File: config.mk
export PLATFORM = sky130hd
export DESIGN_NAME = acc_sequencer
export DESIGN_NICKNAME = d
export VERILOG_FILES = /design/src/rtl/acc_pkg.sv /design/src/rtl/acc_timeout_cnt.sv /design/src/rtl/acc_sequencer.sv
export SDC_FILE = /design/constraint.sdc
export NUM_CORES = 1
export LEC_CHECK = 0
export CAP_MARGIN = 20
export CELL_PAD_IN_SITES_DETAIL_PLACEMENT = 2
export CELL_PAD_IN_SITES_GLOBAL_PLACEMENT = 2
export CORE_MARGIN = 4
export CORE_UTILIZATION = 29
export DETAILED_ROUTE_END_ITERATION = 10
export HOLD_SLACK_MARGIN = 0.1
export PLACE_DENSITY = 0.7
export SETUP_SLACK_MARGIN = 0.15
export SLEW_MARGIN = 10
export SYNTH_ARGS = -nofsm -noshare
export SYNTH_HDL_FRONTEND = slang
export SYNTH_HIERARCHICAL = 1
export SYNTH_SLANG_ARGS = --single-unit
File: constraint.sdc
create_clock -name CLK -period 1.8 [get_ports CLK]
set_input_delay 0.54 -clock CLK [delete_from_list [all_inputs] [get_ports CLK]]
set_output_delay 0.54 -clock CLK [all_outputs]
set_load 0.02 [all_outputs]
File: src/rtl/acc_pkg.sv
// acc_pkg: opcode constants and FSM state encoding shared by the accumulator sequencer.
package acc_pkg;
    typedef enum logic [1:0] {ST_IDLE, ST_ISSUE, ST_WAIT_ALU, ST_FINISH} state_t;

    localparam logic [2:0] OP_NOP    = 3'b000;
    localparam logic [2:0] OP_ADDI   = 3'b001;
    localparam logic [2:0] OP_ADDR   = 3'b010;
    localparam logic [2:0] OP_ADDALU = 3'b011;
    localparam logic [2:0] OP_CLR    = 3'b100;

    function automatic logic op_legal(input logic [2:0] op);
        return op <= OP_CLR;
    endfunction
endpackage

File: src/rtl/acc_timeout_cnt.sv
// acc_timeout_cnt: counts cycles spent waiting on the ALU and flags when the limit is hit.
module acc_timeout_cnt #(
    parameter logic [7:0] TIMEOUT = 8'd200
) (
    input  logic CLK,
    input  logic CLB,
    input  logic clr_i,
    input  logic en_i,
    output logic expired_o
);
    logic [7:0] cnt_q, cnt_d;

    always_comb cnt_d = clr_i ? 8'd0 : en_i ? cnt_q + 8'd1 : cnt_q;

    always_ff @(posedge CLK or posedge CLB) begin
        if (CLB) cnt_q <= 8'd0;
        else     cnt_q <= cnt_d;
    end

    // Fires on the TIMEOUT-th waiting cycle, so the wait lasts exactly TIMEOUT cycles.
    assign expired_o = en_i && (cnt_q == TIMEOUT - 8'd1);
endmodule

File: src/rtl/acc_sequencer.sv
// acc_sequencer: steps an external accumulator through repeated immediate, register
// and ALU adds, clears, and ALU-timeout aborts, one instruction at a time.
module acc_sequencer
    import acc_pkg::*;
#(
    parameter logic [7:0] TIMEOUT = 8'd200
) (
    input  logic       CLK,
    input  logic       CLB,
    input  logic       InstrValid,
    input  logic [2:0] InstrOp,
    input  logic [3:0] InstrRep,
    output logic       InstrReady,
    output logic       AluStart,
    input  logic       AluDone,
    output logic       LoadAcc,
    output logic       SelAcc0,
    output logic       SelAcc1,
    output logic       AccClr,
    output logic       Busy,
    output logic       Done,
    output logic       Err
);
    state_t     state_q, state_d;
    logic [3:0] cnt_q, cnt_d;
    logic [2:0] op_q, op_d;
    logic       err_q, err_d;
    logic       sel0_q, sel0_d;
    logic       sel1_q, sel1_d;
    logic       expired;

    acc_timeout_cnt #(.TIMEOUT(TIMEOUT)) u_timeout (
        .CLK      (CLK),
        .CLB      (CLB),
        .clr_i    (state_q != ST_WAIT_ALU),
        .en_i     (state_q == ST_WAIT_ALU),
        .expired_o(expired)
    );

    always_comb begin
        state_d  = state_q;
        cnt_d    = cnt_q;
        op_d     = op_q;
        err_d    = err_q;
        sel0_d   = sel0_q;
        LoadAcc  = 1'b0;
        AccClr   = 1'b0;
        AluStart = 1'b0;
        case (state_q)
            ST_IDLE: if (InstrValid) begin
                op_d   = InstrOp;
                cnt_d  = InstrRep;
                sel0_d = (InstrOp == OP_ADDR);
                if (op_legal(InstrOp)) state_d = ST_ISSUE;
                else begin
                    err_d   = 1'b1;
                    state_d = ST_FINISH;
                end
            end
            ST_ISSUE: begin
                if (op_q == OP_ADDI || op_q == OP_ADDR) begin
                    LoadAcc = 1'b1;
                    if (cnt_q == 4'd0) state_d = ST_FINISH;
                    else               cnt_d   = cnt_q - 4'd1;
                end else if (op_q == OP_ADDALU) begin
                    AluStart = 1'b1;
                    state_d  = ST_WAIT_ALU;
                end else begin
                    AccClr  = (op_q == OP_CLR);
                    state_d = ST_FINISH;
                end
            end
            ST_WAIT_ALU: begin
                if (AluDone) begin
                    LoadAcc = 1'b1;
                    if (cnt_q == 4'd0) state_d = ST_FINISH;
                    else begin
                        cnt_d   = cnt_q - 4'd1;
                        state_d = ST_ISSUE;
                    end
                end else if (expired) begin
                    err_d   = 1'b1;
                    state_d = ST_FINISH;
                end
            end
            default: state_d = ST_IDLE;
        endcase
        // Registered so the mux select is already stable when LoadAcc rises in WAIT_ALU.
        sel1_d = (state_d == ST_WAIT_ALU);
    end

    always_ff @(posedge CLK or posedge CLB) begin
        if (CLB) begin
            state_q <= ST_IDLE;
            cnt_q   <= 4'd0;
            op_q    <= OP_NOP;
            err_q   <= 1'b0;
            sel0_q  <= 1'b0;
            sel1_q  <= 1'b0;
        end else begin
            state_q <= state_d;
            cnt_q   <= cnt_d;
            op_q    <= op_d;
            err_q   <= err_d;
            sel0_q  <= sel0_d;
            sel1_q  <= sel1_d;
        end
    end

    assign InstrReady = (state_q == ST_IDLE);
    assign Busy       = (state_q != ST_IDLE);
    assign Done       = (state_q == ST_FINISH);
    assign Err        = err_q;
    assign SelAcc0    = sel0_q;
    assign SelAcc1    = sel1_q;
endmodule

==> flow_summary_export.csv <==
group,metric,value,unit
outcome,status,"complete, but fails checks",
outcome,failed_checks,"negative setup slack",
layout,diodes,0,
layout,fin_nets,206,
worst_setup_path,crit_slowest_cell,"dfrtp_1",
worst_setup_path,reg2reg_from,"state_q[1]",
synth,synthFlopType,"dfrtp_1",
timing,setup_violations,10,
floorplan,start_util,30.3,%
clock_tree,clock_path_buffers,2,
worst_setup_path,cp.arrival,1550,ps
worst_setup_path,worstRegToRegCells,9,
power_and_ir_drop,p_seq_share,19.8,%
worst_setup_path,cp_slowest_stage_delay,410,ps
worst_setup_path,path_class,"flop to output port",
min_path,hp-class,"flop to flop",
placement,hpwl,3090,µm
clock_tree,clock_latency,270,ps
timing,fin_hold_ws,498,ps
layout,syn2layout_area_growth,62.3,%
timing,fin_crit_sh,116,%
timing,clock_skew,9.19,ps
power_and_ir_drop,p_sw,0.00157,W
worst_setup_path,required,1260,ps
floorplan,core.rowCount,23,
placement,place_area,1670,µm²
placement,port_buffers,19,
clock_tree,clock-root-buffer,"clkbuf_8",
power_and_ir_drop,pwr-share-clk,10.4,%
synth,ys_seq_area_share,41.0,%
synth,synth_cell_types,41,
power_and_ir_drop,pwr-share-comb,69.8,%
clock_tree,cts_tree,"yes",
clock_tree,clk_pin_slew,90,ps
floorplan,die_h,72.9,µm
timing,tns,-1560,ps
min_path,min_from,"SelAcc0",
power_and_ir_drop,power.density,1820,nW/µm²
synth,syn_area,1220,µm²
synth,syn-num-nets,148,
routing,viasPerCell,5.27,
synth,postSynth.asyncResetShare,100,%
timing,finalMaxSlewViolations,0,
run,maxCapViolations,0,
power_and_ir_drop,ir_drop,0.721,mV
min_path,whs_endpoint,"SelAcc0",
floorplan,fp.dieArea,5310,µm²
placement,place_congestion,0.770,
global_routing,grt_pass1_vias,1502,
clock_tree,cts.sinks,20,
routing,drc_errors,0,
timing,worst_slack,-286,ps
timing,tightest_slew,647,ps
worst_setup_path,end_kind,"output port",
layout,drive_gt1_share,43.3,%
placement,post-place-ws,-711,ps
worst_setup_path,start_kind,"flop",
worst_setup_path,path_buf_inv,3,
synth,yosys_warnings,6,
timing,fmax,479,MHz
global_routing,grt_pass1_wl,8050,µm
synth,ys_ff_latch,20,
synth,synth_cells,130,
global_routing,grt_max_degree,13,
synth,postSynthAreaPerCell,9.38,µm²
worst_setup_path,cp_cell_sequence,"inv_2 > ha_4 > inv_4 > o32ai_4 > and2_4 > buf_6",
routing,routed_wl,5100,µm
power_and_ir_drop,leakage,0.886,nW
worst_setup_path,reg2reg_slack,-220,ps
timing,slew_headroom,56.4,%
power_and_ir_drop,intPower,0.00203,W
layout,stdcell_area,1980,µm²
routing,via_count,1249,
routing,dr.pass1.iters,4,
global_routing,grt_overflow_total,0,
clock_tree,cts_buffers,3,
floorplan,coreArea,4030,µm²
timing,hold_violations,0,
worst_setup_path,r2r-end,"cnt_q[0]",
timing,period_minus_slack,2090,ps
floorplan,ios,20,
routing,first_iter_violations,48,
power_and_ir_drop,power_switching_share,43.7,%
global_routing,antenna_found_initial,0,
min_path,hold_depth,2,
worst_setup_path,cp_top_family,"flip-flops",
synth,synth_edf_count,0,
clock_tree,cts_max_level,1,
routing,wl_per_cell,21.5,µm
routing,antenna_left,0,
layout,fill_cells,440,
worst_setup_path,critPathMaxFanout,2,
global_routing,grt_usage,20.0,%
floorplan,chipWidth,72.9,µm
timing,rsz0062_at_grt,"yes",
[cells in the mapped netlist (all sizes together) (2+ instances only)]
cell type	count	area share (%)
or3	4	2.1
nor2b	3	1.5
and2	2	1.2
a31oi	3	1.5
xnor2	2	1.4
buf	2	0.92
nand3	3	1.2
o21ai	11	4.5
xor2	3	2.2
a21oi	6	2.5
nor2	10	3.1
ha	7	7.2
mux2	2	1.8
nand4	4	3.3
dfrtp	20	41
nand2	11	3.4
and4bb	2	2.1
inv	13	4.0
o2111ai	2	1.4
nand2b	2	1.0
o31ai	3	1.8
[area by class of cell]
type	count	area, µm²	area share (%)
Tap cell	50	62.6	3.16
Sequential cell	20	502	25.3
Timing Repair Buffer	56	488	24.7
Multi-Input combinational cell	94	821	41.5
Clock buffer	4	55.1	2.78
Inverter	13	51.3	2.59
[worst max-delay path by stage]
stage	from	endpoint	slack [ps]	cells past startpoint
final	state_q[1]	LoadAcc	-290	6
after global placement	AluDone	LoadAcc	-710	5
after floorplan	state_q[1]	LoadAcc	60	5
after CTS	state_q[1]	LoadAcc	-290	6
after global routing	state_q[1]	LoadAcc	-350	6
after detailed placement	AluDone	LoadAcc	-710	5
[per-layer routing]
layer / GRT usage (%) / up-vias / routed length, µm
met4: 5.53 / 0 / 133
met1: 22.9 / 636 / 2070
li1: - / 574 / -
met2: 38.1 / 27 / 2800
met5: 0 / - / 0
met3: 2.75 / 12 / 105
[sequential cells by signal, indices dropped and copies added, names as in the netlist]
signal and flops:
u_timeout/cnt_q 8, cnt_q 4, op_q 3, state_q 2, Err 1, SelAcc0 1
SelAcc1 1
[worst register-to-register path, stage by stage (launching register included)]
cell and delay, ps:
dfrtp_1 410, inv_2 110, buf_6 120, ha_4 200, buf_8 130, and4bb_2 250, nor4_4 240, buf_4 200
and2_4 180, a22o_1 140
[repair_timing]
action	4_1_cts	5_1_grt
hold buffers	0	0
buffers inserted	6	4
endpoints found under the setup margin	20	18
resized for setup	62	19
pin swaps	9	6
[placed cells by master (no fill, tap or decap), drive strengths merged, types with 6 or more instances in the layout]
| master | instances |
|---|---|
| nand2 | 11 |
| buf | 43 |
| clkdlybuf4s50 | 10 |
| ha | 7 |
| o21ai | 11 |
| nor2 | 10 |
| dfrtp | 20 |
| a21oi | 6 |
| inv | 13 |
[kinds of logic after synthesis]
logic type | count (synthesis) | synth area share [%]
flip-flops | 20 | 41.0
adder cells (fa/ha/maj) | 7 | 7.18
buffers and inverters | 16 | 5.23
XOR/XNOR | 5 | 3.59
AND/OR/NAND/NOR | 48 | 24.5
AO/OA/AOI/OAI | 31 | 15.8
multiplexers | 3 | 2.67
[power groups by stage]
stage	sequential, W	combinational, W	clock, W
after floorplan	0.000711	0.000948	0
after global placement	0.000666	0.00165	0
after detailed placement	0.000676	0.00175	0
after CTS	0.000691	0.00207	0.000370
after global routing	0.000728	0.00270	0.000399
final	0.000713	0.00251	0.000373
[per-stage QoR]
stage / cells / utilization (%) / power (W)
final: 237 / 49.1 / 0.00360
after CTS: 233 / 46.4 / 0.00313
after detailed placement: 223 / 41.4 / 0.00242
after floorplan: 130 / - / 0.00166
after global routing: 237 / 49.1 / 0.00383
after global placement: 223 / 41.4 / 0.00232
Note: power is estimated with default switching activity, not from simulation.
